===== src/rtl/layer_sequencer.sv =====
// Sequences one inference run: optional per-layer weight load, partial-sum clear,
// watchdog-guarded compute, and advance across NUM_LAYERS layers.
module layer_sequencer #(
  parameter int unsigned NUM_LAYERS = 3,
  parameter int unsigned ROWS       = 30,
  parameter int unsigned TIMEOUT    = 1024
) (
  input  logic                          clk,
  input  logic                          rst_overall_n,
  input  logic                          start,
  input  logic                          load_weights,
  input  logic                          abort,
  input  logic                          wt_valid,
  output logic                          wt_ready,
  input  logic                          layer_done,
  output logic [$clog2(ROWS)-1:0]       row_sel,
  output logic                          train_en,
  output logic                          rst_vals,
  output logic                          en,
  output logic [$clog2(NUM_LAYERS)-1:0] layer_idx,
  output logic                          busy,
  output logic                          run_done,
  output logic                          timeout_err
);

  localparam int unsigned RW = $clog2(ROWS);
  localparam int unsigned LW = $clog2(NUM_LAYERS);
  localparam int unsigned WW = $clog2(TIMEOUT);

  typedef enum logic [2:0] {
    IDLE     = 3'd0,
    LOAD_ROW = 3'd1,
    LOAD_GAP = 3'd2,
    CLEAR    = 3'd3,
    COMPUTE  = 3'd4,
    NEXT     = 3'd5,
    FINISH   = 3'd6,
    ERROR    = 3'd7
  } state_t;

  state_t         state;
  state_t         nxt;
  logic [RW-1:0]  row_q;
  logic [LW-1:0]  layer_q;
  logic [WW-1:0]  wd_q;
  logic           load_q;

  logic last_row;
  logic last_layer;
  logic wd_last;

  assign last_row   = (row_q == RW'(ROWS - 1));
  assign last_layer = (layer_q == LW'(NUM_LAYERS - 1));
  assign wd_last    = (wd_q == WW'(TIMEOUT - 1));

  // State register
  always_ff @(posedge clk or negedge rst_overall_n) begin
    if (!rst_overall_n) state <= IDLE;
    else                state <= nxt;
  end

  // Next-state logic; abort overrides every other transition
  always_comb begin
    nxt = state;
    if (abort) begin
      nxt = IDLE;
    end else begin
      case (state)
        IDLE:     if (start) nxt = load_weights ? LOAD_ROW : CLEAR;
        LOAD_ROW: if (wt_valid) nxt = LOAD_GAP;
        LOAD_GAP: nxt = last_row ? CLEAR : LOAD_ROW;
        CLEAR:    nxt = COMPUTE;
        COMPUTE: begin
          if (layer_done)   nxt = NEXT;
          else if (wd_last) nxt = ERROR;
        end
        NEXT:     nxt = last_layer ? FINISH : (load_q ? LOAD_ROW : CLEAR);
        FINISH:   nxt = IDLE;
        ERROR:    nxt = ERROR;
        default:  nxt = IDLE;
      endcase
    end
  end

  // Row, layer and watchdog counters plus the latched load mode
  always_ff @(posedge clk or negedge rst_overall_n) begin
    if (!rst_overall_n) begin
      row_q   <= '0;
      layer_q <= '0;
      wd_q    <= '0;
      load_q  <= 1'b0;
    end else if (abort) begin
      row_q   <= '0;
      layer_q <= '0;
      wd_q    <= '0;
      load_q  <= 1'b0;
    end else begin
      case (state)
        IDLE: begin
          if (start) begin
            row_q   <= '0;
            layer_q <= '0;
            load_q  <= load_weights;
          end
        end
        LOAD_GAP: row_q <= last_row ? '0 : row_q + RW'(1);
        CLEAR:    wd_q  <= '0;
        COMPUTE:  wd_q  <= wd_q + WW'(1);
        NEXT:     if (!last_layer) layer_q <= layer_q + LW'(1);
        default:  ;
      endcase
    end
  end

  // Output decode; train_en is the accepted-handshake strobe in LOAD_ROW
  always_comb begin
    wt_ready    = 1'b0;
    train_en    = 1'b0;
    rst_vals    = 1'b0;
    en          = 1'b0;
    busy        = 1'b1;
    run_done    = 1'b0;
    timeout_err = 1'b0;
    row_sel     = row_q;
    layer_idx   = layer_q;
    case (state)
      IDLE:     busy = 1'b0;
      LOAD_ROW: begin
        wt_ready = 1'b1;
        train_en = wt_valid;
      end
      CLEAR:    rst_vals = 1'b1;
      COMPUTE:  en = 1'b1;
      FINISH:   run_done = 1'b1;
      ERROR: begin
        busy        = 1'b0;
        timeout_err = 1'b1;
      end
      default:  ;
    endcase
  end

endmodule


===== config.mk =====
export PLATFORM = sky130hd
export DESIGN_NAME = layer_sequencer
export DESIGN_NICKNAME = d
export VERILOG_FILES = /design/src/rtl/layer_sequencer.sv
export SDC_FILE = /design/constraint.sdc
export NUM_CORES = 1
export LEC_CHECK = 0
export BUFFER_PORTS_ARGS = -buffer_cell sky130_fd_sc_hd__buf_2
export CORE_ASPECT_RATIO = 0.8
export CORE_UTILIZATION = 50
export CTS_BUF_LIST = sky130_fd_sc_hd__clkbuf_8
export DETAILED_ROUTE_END_ITERATION = 10
export PLACE_DENSITY_LB_ADDON = 0.12
export SYNTH_ARGS = -nofsm -noshare
export SYNTH_HDL_FRONTEND = slang
export SYNTH_SLANG_ARGS = --single-unit

===== constraint.sdc =====
create_clock -name clk -period 4.2 [get_ports clk]
set_input_delay 1.05 -clock clk [delete_from_list [all_inputs] [get_ports clk]]
set_output_delay 1.05 -clock clk [all_outputs]
set_load 0.005 [all_outputs]

==> flow_metrics.py <==
metrics = {
    "run_status": {
        "status": "completed",
    },
    "yosys": {
        "ys.flop_type": "dfrtp_1",
        "syn_inst": 145,
        "synth-seq-area-share": 0.410,
        "synth.avg_cell_area_um2": 8.84,
        "synth.distinct_cells": 43,
        "ys_warn_count": 0,
        "synth_async_sr_flop_share": 1.00,
        "netlist_area_um2": 1280,
        "yosysTopAreaCell": "dfrtp_1",
        "synth_nets": 157,
        "yosys-top-cells-area": "dfrtp_1 (41%), nor2_1 (5.3%), o21ai_0 (5.1%)",
        "synth_top_area_frac": 0.410,
        "synth_edf_count": 0,
        "ys_ff_latch": 21,
    },
    "min_path": {
        "hp-start": "wd_q[9]",
        "hold_path.class": "reg -> reg",
        "min_to": "wd_q[9]",
        "hold_depth": 1,
    },
    "timing": {
        "tns_ps": 0,
        "fmax_mhz": 382,
        "rsz0062_at_grt": "false",
        "drv_slew": 0,
        "tightest_slew_ps": 600,
        "min_period_ps": 2620,
        "hold_violations": 0,
        "period_share": 0.624,
        "skew_ps": 3.52,
        "holdWs_ps": 505,
        "slew_headroom": 0.598,
        "setup_viol": 0,
    },
    "cts": {
        "cts-root-buf": "clkbuf_8",
        "numCtsBuffers": 3,
        "cts_resized": 0,
        "clockBufferDepth": 2,
        "cts_tree": "built",
        "clkTransAtPathRegs_ps": 70,
        "clkLatencyLatePin_ps": 260,
        "holdBufCountCts": 0,
        "htreeDepth": 1,
        "postCtsSetupBuffers": 0,
        "clock-sinks": 21,
    },
    "cells_and_area": {
        "fin_area_um2": 1420,
        "areaGrowthSynthToFinish_pct": 10.8,
        "drive_gt1_frac": 0.168,
        "instances_no_fill": 197,
        "n_antenna_cell": 0,
        "nNetsFinal": 174,
    },
    "die": {
        "core_area_um2": 2440,
        "io_pins": 21,
        "dieArea_um2": 2770,
        "num_rows": 16,
        "die_x_um": 58.6,
        "die_h_um": 47.3,
        "start_util": 0.525,
    },
    "routing": {
        "ant_nets": 0,
        "wl_um": 2660,
        "routed-via-count": 1123,
        "viasPerCell": 5.70,
        "wl_per_cell_um": 13.5,
        "first_pass_iters": 4,
        "drc": 0,
        "drt_iter0_drc": 28,
    },
    "worst_setup_path": {
        "crit_fanout": 16,
        "worst-setup-path-type": "reg -> out",
        "critPathRequiredTime_ps": 3150,
        "r2r-end": "row_sel[2]",
        "critPathArrivalTime_ps": 1570,
        "cp-end-kind": "output pin",
        "cp-startpoint": "state[0]",
        "r2r_cells": 5,
        "startpoint_type": "flop",
        "r2r_setup_slack_ps": 2410,
        "reg2reg_from": "row_sel[0]",
    },
    "placed_design": {
        "placed_area_um2": 1370,
        "dp_hpwl_um": 1900,
        "gp_congestion": 0.823,
        "dp_cells": 193,
        "port_buffers": 20,
    },
    "flow_run": {
        "cap_violations": 0,
    },
    "grt": {
        "grt_usage": 0.213,
        "grt_max_degree": 22,
        "first_global_vias": 962,
        "antenna_found_initial": 0,
        "gr-total-overflow": 0,
        "grt_first_pass_wirelength_um": 4240,
    },
    "pwr": {
        "power_switching_share": 0.329,
        "sequentialPowerShare": 0.498,
        "ir_worst_vdd_uv": 237,
        "clkPwrFrac": 0.271,
        "p_switching_w": 0.000162,
        "p_leak_nw": 0.688,
        "p_int_w": 0.000332,
        "pwr-share-comb": 0.231,
        "powerDensity_nw_per_um2": 348,
    },
}
metrics by stage:
stage | power, W | setup slack, ps | util
finish | 0.000494 | 1580 | 0.581
global route | 0.000526 | 1470 | 0.581
CTS | 0.000499 | 1590 | 0.581
detailed placement | 0.000363 | 1720 | 0.563
global placement | 0.000360 | 1730 | 0.563
floorplan | 0.000329 | 1950 | -
cell families after synthesis:
logic type,count (synthesis),synth area share
AND/OR/NAND/NOR,60,0.245
AO/OA/AOI/OAI,40,0.199
flip-flops,21,0.410
buffers and inverters,14,0.0586
adder cells (fa/ha/maj),5,0.0488
multiplexers,4,0.0313
XOR/XNOR,1,0.00684
cells in the final DEF (no fill, tap or decap), drive strengths merged, types with 2 or more instances in the layout:
cell type,n
a21oi,3
buf,20
dfrtp,21
inv,6
and3,5
nor3,5
a21o,2
nand3,5
a311oi,2
nand4,2
nand2b,2
nor3b,2
o21ai,16
a22o,2
nor2,18
ha,5
mux2i,4
nand2,12
clkbuf,3
o21a,2
a31oi,3
o31ai,4
registers in the layout (all words and copies together) (netlist names):
signal,count
state,3
load_q,1
row_sel,5
wd_q,10
layer_idx,2
layout make-up:
type / count / area [um^2]
Sequential cell: 21 / 526
Clock buffer: 3 / 41.3
Fill cell: 230 / 1020
Tap cell: 36 / 45.0
Multi-Input combinational cell: 110 / 681
Inverter: 6 / 22.5
Clock inverter: 1 / 5.00
Timing Repair Buffer: 20 / 100
Yosys cell counts (all sizes together) (2+ instances only):
master / instances
o21ai: 16
inv: 6
nor3: 5
buf: 5
nor3b: 2
clkbuf: 3
o21a: 2
mux2i: 4
dfrtp: 21
nand2b: 2
o31ai: 4
nand3: 5
a22o: 2
and3: 5
nand4: 2
nor2: 18
a21oi: 3
a311oi: 2
nand2: 12
a21o: 2
ha: 5
a31oi: 3
power by group through the flow:
stage	combinational [W]	clock (W)	sequential, W
after floorplan	0.000101	0	0.000228
after global placement	0.000112	0	0.000248
after detailed placement	0.000113	0	0.000249
after CTS	0.000114	0.000139	0.000245
after global routing	0.000129	0.000146	0.000251
final	0.000114	0.000134	0.000246
routing by layer:
metal | up-vias | track usage | wire length [um]
li1 | 565 | - | -
met5 | - | 0 | 0
met3 | 5 | 0.0579 | 97
met1 | 536 | 0.292 | 1280
met4 | 0 | 0.0714 | 27
met2 | 17 | 0.333 | 1250
worst max-delay path by stage:
stage                           to  cells past startpoint
after floorplan           train_en                      1
after global placement    train_en                      3
after detailed placement  train_en                      3
after CTS                       en                      2
after global routing      wt_ready                      3
final                     wt_ready                      3
worst max-delay path: stages (launching register included):
cell,delay [ps]
dfrtp_1,610
inv_1,220
nor3_1,300
buf_2,180
No activity file was read; power rests on OpenSTA's default activity.
